<file path="src/rtl/gearbox_param.sv">
// gearbox_param: word-granular width converter between two beat widths.
// Words flow through a circular buffer of DEPTH_WORDS entries. Each word carries
// its own error flag. Fill level, upstream/downstream handshakes and a sticky
// overflow flag are provided. flush clears pointers, fill, error flags and
// overflow synchronously.
module gearbox_param #(
    parameter int WORDSIZE    = 16,
    parameter int IN_WORDS    = 4,
    parameter int OUT_WORDS   = 3,
    parameter int DEPTH_WORDS = 40,
    parameter int CNTW        = 6
) (
    input  logic                            clk,
    input  logic                            reset_n,
    input  logic                            in_enable,
    input  logic                            flush,
    input  logic [IN_WORDS*WORDSIZE-1:0]    in_data,
    input  logic                            in_datavalid,
    input  logic                            in_dataerror,
    output logic                            out_idle,
    output logic [OUT_WORDS*WORDSIZE-1:0]   out_data,
    output logic                            out_datavalid,
    output logic                            out_dataerror,
    input  logic                            in_idle,
    output logic [CNTW-1:0]                 fill_level,
    output logic                            overflow
);

    localparam int PW = (DEPTH_WORDS > 1) ? $clog2(DEPTH_WORDS) : 1;

    logic [WORDSIZE-1:0]    mem [DEPTH_WORDS];
    logic [DEPTH_WORDS-1:0] err_flags;
    logic [PW-1:0]          rd_ptr;
    logic [PW-1:0]          wr_ptr;
    logic [CNTW-1:0]        fill;
    logic                   overflow_q;
    logic                   room;
    logic                   push;
    logic                   pop;

    // Pointer advance with wrap; n is always below DEPTH_WORDS so one subtraction suffices,
    // which keeps non-power-of-two depths legal.
    function automatic logic [PW-1:0] ptr_add(input logic [PW-1:0] ptr, input int n);
        int s;
        s = int'(ptr) + n;
        if (s >= DEPTH_WORDS) begin
            s = s - DEPTH_WORDS;
        end
        return PW'(s);
    endfunction

    // Room for a whole input beat; a pop in the same cycle is deliberately not credited.
    assign room          = (int'(fill) + IN_WORDS) <= DEPTH_WORDS;
    assign out_idle      = in_enable & room;
    assign out_datavalid = in_enable & (int'(fill) >= OUT_WORDS);
    assign push          = in_enable & in_datavalid & room;
    assign pop           = out_datavalid & in_idle;
    assign fill_level    = fill;
    assign overflow      = overflow_q;

    // Combinational read of OUT_WORDS words starting at the oldest buffered word.
    always_comb begin
        out_data      = '0;
        out_dataerror = 1'b0;
        for (int k = 0; k < OUT_WORDS; k++) begin
            out_data[k*WORDSIZE +: WORDSIZE] = mem[ptr_add(rd_ptr, k)];
            out_dataerror                    = out_dataerror | err_flags[ptr_add(rd_ptr, k)];
        end
    end

    // Control state: pointers, fill count, per-word error flags and sticky overflow.
    always_ff @(posedge clk or negedge reset_n) begin
        if (!reset_n) begin
            rd_ptr     <= '0;
            wr_ptr     <= '0;
            fill       <= '0;
            err_flags  <= '0;
            overflow_q <= 1'b0;
        end else if (flush) begin
            rd_ptr     <= '0;
            wr_ptr     <= '0;
            fill       <= '0;
            err_flags  <= '0;
            overflow_q <= 1'b0;
        end else begin
            if (push) begin
                wr_ptr <= ptr_add(wr_ptr, IN_WORDS);
                for (int i = 0; i < IN_WORDS; i++) begin
                    err_flags[ptr_add(wr_ptr, i)] <= in_dataerror;
                end
            end
            if (pop) begin
                rd_ptr <= ptr_add(rd_ptr, OUT_WORDS);
            end
            fill <= fill + (push ? CNTW'(IN_WORDS) : '0) - (pop ? CNTW'(OUT_WORDS) : '0);
            if (in_enable && in_datavalid && !room) begin
                overflow_q <= 1'b1;
            end
        end
    end

    // Word storage: a beat lands at wr_ptr..wr_ptr+IN_WORDS-1, wrapping freely.
    always_ff @(posedge clk or negedge reset_n) begin
        if (!reset_n) begin
            for (int i = 0; i < DEPTH_WORDS; i++) begin
                mem[i] <= '0;
            end
        end else if (push && !flush) begin
            for (int i = 0; i < IN_WORDS; i++) begin
                mem[ptr_add(wr_ptr, i)] <= in_data[i*WORDSIZE +: WORDSIZE];
            end
        end
    end

endmodule

</file>
<file path="config.mk">
export PLATFORM = sky130hd
export DESIGN_NAME = gearbox_param
export DESIGN_NICKNAME = d
export VERILOG_FILES = /design/src/rtl/gearbox_param.sv
export SDC_FILE = /design/constraint.sdc
export NUM_CORES = 2
export LEC_CHECK = 0
export ABC_AREA = 1
export CAP_MARGIN = 30
export CELL_PAD_IN_SITES_DETAIL_PLACEMENT = 1
export CELL_PAD_IN_SITES_GLOBAL_PLACEMENT = 1
export CORE_MARGIN = 3
export CORE_UTILIZATION = 42
export DETAILED_ROUTE_END_ITERATION = 12
export GPL_ROUTABILITY_DRIVEN = 1
export PLACE_DENSITY_LB_ADDON = 0.1
export SLEW_MARGIN = 20
export SYNTH_ARGS = -nofsm -noshare
export SYNTH_HDL_FRONTEND = slang
export SYNTH_SLANG_ARGS = --single-unit
</file>
<file path="constraint.sdc">
create_clock -name clk -period 3.45 [get_ports clk]
set_input_delay 0.69 -clock clk [delete_from_list [all_inputs] [get_ports clk]]
set_output_delay 0.69 -clock clk [all_outputs]
set_load 0.01 [all_outputs]
</file>
After elaboration in Yosys (flattened, before gate mapping)
Index checks and enable logic that the tools add are counted. Widths: inputs -> output; s select.

Output and inout bits: 58. Logic and storage cells: 198. Input bits: 71. Bits in registers: 699.

Add/subtract/negate cells: 19. Multiplexer cells: 71. Bitwise operators: 14. $lt $le $gt $ge: 33. Reduce and logical (&&, ||, !) cells: 16.

Operator list (count): $bwmux 640 (4); $demux 16 s6 (4); $bmux 16 s6 (3); $bwmux 40 (4); $mux 16 (10); $mux 6 (26); $mux 40 (2); $sub 6x6->6 const B (9); $ge 7x6->1 const B (7); $ge 7x7->1 const B (7); $lt 6x7->1 const B (7); $not 6->7 (7); $add 6x2->7 const B (4); $lt 7x1->1 const B (4); $demux 1 s6 (4); $ge 6x1->1 const B (4); $bmux 1 s6 (3); $add 6x1->7 const B (2); $add 6x3->7 const B (2); $ge 6x6->1 const B (2); $logic_and 1x1->1 (11); $mux 1 (9); $le 7x6->1 const B (1); $add 6x3->6 (1); other kinds (8) (16).

Depth between registers and ports, before layout
Depth in word-level cells: 15. Mapped depth: 21. Gate-level depth less buffers: 17.

Worst setup path after synthesis
No wires, ideal clock.

Path type: flip-flop to output port. Start: register rd_ptr[1]. End: output out_data[31]. Buffers on the path: 7. Stages on the path, launching flop included: 19. Data arrival time: 2959 ps. Setup slack: -199 ps. Required time: 2760 ps. Path through: dfrtp_1 > buf_2 > inv_1 > buf_2 > buf_2 > buf_2 > buf_2 > ha_1 > inv_1 > clkbuf_1 > clkbuf_1 > o21ai_0 > o22ai_1 > nand2_1 > o31ai_1 > nand2_1 > nand3_1 > nand3_1 > nand2_1.

Word-level cells in the longest chain between the ends: 7. Elaborated cells between the ends (all ways): 8. Classes of those cells: add/sub: 2; order compare: 1; mux: 4; bitwise: 1.

Ends and longest elaborated chain: start: declaration (RTL line 33) `logic [PW-1:0] rd_ptr;`; start signal: assignment (RTL line 93) `rd_ptr <= ptr_add(rd_ptr, OUT_WORDS);`; $add 6x1->7 * (RTL line 45) `s = int'(ptr) + n;`; $sub 6x6->6 / $ge 7x6->1 (equally long branches) (RTL line 47, 46); $mux 6 * (RTL line 46) `if (s >= DEPTH_WORDS) begin`; $not 6->7 (implied by the code) * (RTL line 66) `out_data[k*WORDSIZE +: WORDSIZE] = mem[ptr_add(rd_ptr, k)];`; $bmux 16 s6 * (RTL line 66); $mux 16 (implied by the code) * (2 in a row) (RTL line 66); end: declaration (RTL line 21) `output logic [OUT_WORDS*WORDSIZE-1:0] out_data,`.

Mark *: on every way between the ends. The rest lies on a longest branch, timed or not. The select of a mux whose other input is x is not followed.

Worst setup path in the final report
Start: register rd_ptr[0]. End: output out_data[32].

Word-level cells in the longest chain between the ends: 7. Elaborated cells between the ends (all ways): 8. Classes of those cells: add/sub: 2; order compare: 1; mux: 4; bitwise: 1.

Ends and longest elaborated chain (RTL line): $add 6x2->7 * (45); $sub 6x6->6 / $ge 7x6->1 (equally long branches) (47, 46); $mux 6 * (46); $not 6->7 (implied by the code) * (66); $bmux 16 s6 * (66); $mux 16 (implied by the code) * (2 in a row) (66).

Marked as above.

==> impl_metrics.ini <==
[outcome]
status = complete, but fails checks
failed_checks = setup timing

[cells_and_area]
seqCellArea_um2 = 17450
drive_gt1_frac = 0.2155
syn2layout_area_growth_pct = 33.05
multiInputGateArea_um2 = 24970
n_fill_cell = 12430
stdcell_count = 8107
nets = 6770

[routing]
vias_per_cell = 6.430
drtAntennaViolNets = 0
drc = 0
via_count = 52120
routedWlPerCell_um = 31.08
drt_iter0_drc = 6533
dr.pass1.iters = 8
routed_wl_um = 251900

[min_path]
hold_class = flip-flop to flip-flop

[global_routing]
grtUsageTotal = 0.4411
grt_max_degree = 93
grt_overflow = 0
grt_pass1_vias = 50610
grt_pass1_wl_um = 349300
antenna_found_initial = 16

[critical_path]
start_kind = flip-flop
critPathCaptureType = output port
cp.required_ns = 2.76
critPathKind = flip-flop to output port
critPathMaxFanout = 11
cp.arrival_ns = 3.60

[sta]
rsz0062_at_grt = true
worstMarginPinSlew_ns = 0.8723
fmax_mhz = 232.9
fin_hold_ws_ns = 0.4811
hold_viol = 0
relSlewSlack = 0.4185
period_minus_slack_ns = 4.293
post-route-period-util = 1.244
fin_ws_ns = -0.8435
finalSetupViolCount = 49
skew_ns = 0.03898
drv_slew = 0

[clock_network]
insertion_delay_ns = 0.74
cts_tree = done
clock-root-buffer = clkbuf_16
h-tree-depth = 3
numCtsBuffers = 85
clk_pin_slew_ns = 0.07
cts.path.max_buffers = 3
clock_sinks = 697

[placed_design]
port_buffers = 128
gp_congestion = 0.9670
dp_hpwl_um = 150000
place_inst = 7749

[power_and_ir_drop]
comb_power_share = 0.507
seqPwrFrac = 0.252
ir_drop_mv = 0.4566
switching_power_uw = 17660
powerDensity_nw_per_um2 = 698.8
p_int_uw = 23050
power_switching_share = 0.4339
leakagePower_uw = 0.02598
p_clk_frac = 0.241

[yosys]
synth_cell_type_count = 54
seq_area_frac_synth = 0.3984
synth_flop_cell = dfrtp_1
yosys_warnings = 0
synthCells = 6285
synth_area_per_cell_um2 = 6.967
syn_area_um2 = 43780
synthArstFlopShare = 1.000
synth-seq-cells = 697
synth_fp_nets = 6396
synth_edf_count = 0

[die]
rows = 117
die_h_um = 328.9
initial_core_util = 0.4267
fp.dieW_um = 328.9
core_region_area_um2 = 102600
pin_count = 129
fp.dieArea_um2 = 108200

[job]
drv_cap = 0
[placed cells by master, fill, tap and decap left out, types with 125 or more instances in the layout]
cell      instances
dfrtp_1         694
buf_12          125
o21ai_0        1061
o21ai_1         270
nor2_1          281
o211ai_1        161
nand2_1        1718
buf_6           126
nand3_1         204
inv_1           351
a21oi_1         227
buf_4           363
[final timing paths]
| check | endpoint | depth (start not counted) | slack, ns | startpoint |
|---|---|---|---|---|
| worst max-delay path | out_data[32] | 14 | -0.84 | rd_ptr[0]$_DFFE_PN0P_ |
| worst min-delay path | mem[173]$_DFFE_PN0P_ | 2 | 0.48 | mem[173]$_DFFE_PN0P_ |
| worst max register to register | mem[581]$_DFFE_PN0P_ | 13 | 0.21 | fill_level[3]$_DFF_PN0_ |
| worst min register to register | mem[173]$_DFFE_PN0P_ | 2 | 0.48 | mem[173]$_DFFE_PN0P_ |
| max in group asynchronous | mem[392]$_DFFE_PN0P_ | 3 | 1.88 | reset_n |
| min in group asynchronous | overflow$_DFFE_PN0P_ | 2 | 0.53 | reset_n |
[flip-flops by register name (all words and copies together), names as in the netlist]
register,cells
rd_ptr,6
wr_ptr,4
overflow,1
err_flags,40
mem,640
fill_level,6
[metal layers]
metal	GRT usage	up-vias	wire length [um]
met1	0.5661	25820	94610
met4	0.3152	4	21950
li1	-	21820	-
met5	0	-	28
met2	0.6483	3348	106100
met3	0.1079	1130	29280
[power groups by stage]
stage	registers [uW]	logic, uW	clock network [uW]
CTS	10200	18600	9790
global route	10400	21500	10100
global placement	10200	15300	0
floorplan	10000	8050	0
detailed placement	10300	15600	0
finish	10300	20600	9800
[worst max-delay path, cell delays in order (launching register included)]
cell     delay [ns]
dfrtp_4        0.53
buf_12         0.18
buf_12         0.15
buf_4          0.18
nand2_1        0.07
o21ai_0        0.19
o21ai_0        0.35
a21oi_1        0.10
nor2_2         0.32
nand2_1        0.17
nand3_2        0.13
nand3_4        0.10
o21ai_4        0.11
buf_6          0.16
buf_6          0.12
[final cells by class]
| class | instances | share of cell area |
|---|---|---|
| Tap cell | 1368 | 0.02938 |
| Sequential cell | 697 | 0.2996 |
| Clock buffer | 124 | 0.04317 |
| Antenna cell | 9 | 0.0003866 |
| Clock inverter | 34 | 0.007603 |
| Inverter | 379 | 0.02536 |
| Multi-Input combinational cell | 4711 | 0.4287 |
| Timing Repair Buffer | 785 | 0.1658 |
[logic make-up (layout without fill, tap and decap cells)]
family                   count (synthesis)  in the layout  share of synthesized area
AO/OA/AOI/OAI                         2061           2061                     0.2598
XOR/XNOR                                14             14                   0.002801
multiplexers                            18             18                   0.004115
other                                    0              9                          0
adder cells (fa/ha/maj)                 40             40                    0.01160
flip-flops                             697            697                     0.3984
buffers and inverters                  878           1322                    0.08553
AND/OR/NAND/NOR                       2577           2578                     0.2378
[per-stage QoR]
step	total power (uW)	util	setup WS (ns)	TNS (ns)	area (um2)
floorplan	18060	-	0.002729	0	43850
global placement	25480	0.4816	-0.7728	-12.87	49420
detailed placement	25880	0.4819	-0.8431	-15.60	49450
CTS	38530	0.5508	-0.6129	-21.40	56520
global route	42000	0.5675	-0.8576	-32.07	58230
finish	40710	0.5677	-0.8435	-29.66	58260
[repair_timing]
action                                  in CTS  in global routing
endpoints found under the setup margin      49                 50
resized for setup                          853                312
cloned                                      31                 16
hold buffers                                 1                  0
buffers inserted                           116                 44
hold endpoints to repair                    37                  0
pin swaps                                  193                186
[Yosys cell counts, types with 4 or more instances]
| cell | count | area (um2) |
|---|---|---|
| nand2_1 | 1868 | 7012 |
| o21ai_0 | 1241 | 6211 |
| dfrtp_1 | 697 | 17440 |
| inv_1 | 364 | 1366 |
| nor2_1 | 303 | 1137 |
| nand3_1 | 298 | 1491 |
| a21oi_1 | 258 | 1291 |
| clkbuf_1 | 248 | 930.9 |
| buf_2 | 171 | 855.8 |
| o21ai_1 | 166 | 830.8 |
| o211ai_1 | 161 | 1209 |
| o22ai_1 | 98 | 613.1 |
| o21ai_2 | 59 | 516.8 |
| ha_1 | 39 | 488.0 |
| or2_2 | 38 | 237.7 |
| buf_1 | 36 | 135.1 |
| buf_4 | 24 | 180.2 |
| a211oi_1 | 22 | 165.2 |
| a32o_1 | 21 | 210.2 |
| buf_6 | 18 | 202.7 |
| mux2i_1 | 18 | 180.2 |
| o221ai_1 | 16 | 140.1 |
| nand2_2 | 15 | 93.84 |
| xor2_1 | 12 | 105.1 |
| nand4_1 | 10 | 62.56 |
| inv_2 | 9 | 33.78 |
| nor2_4 | 8 | 90.09 |
| nor3_1 | 8 | 40.04 |
| nor2_2 | 7 | 43.79 |
| a31oi_1 | 6 | 37.54 |
| nand2_4 | 4 | 45.04 |
| nor3_2 | 4 | 40.04 |
Note: power is estimated with default switching activity, not from simulation.
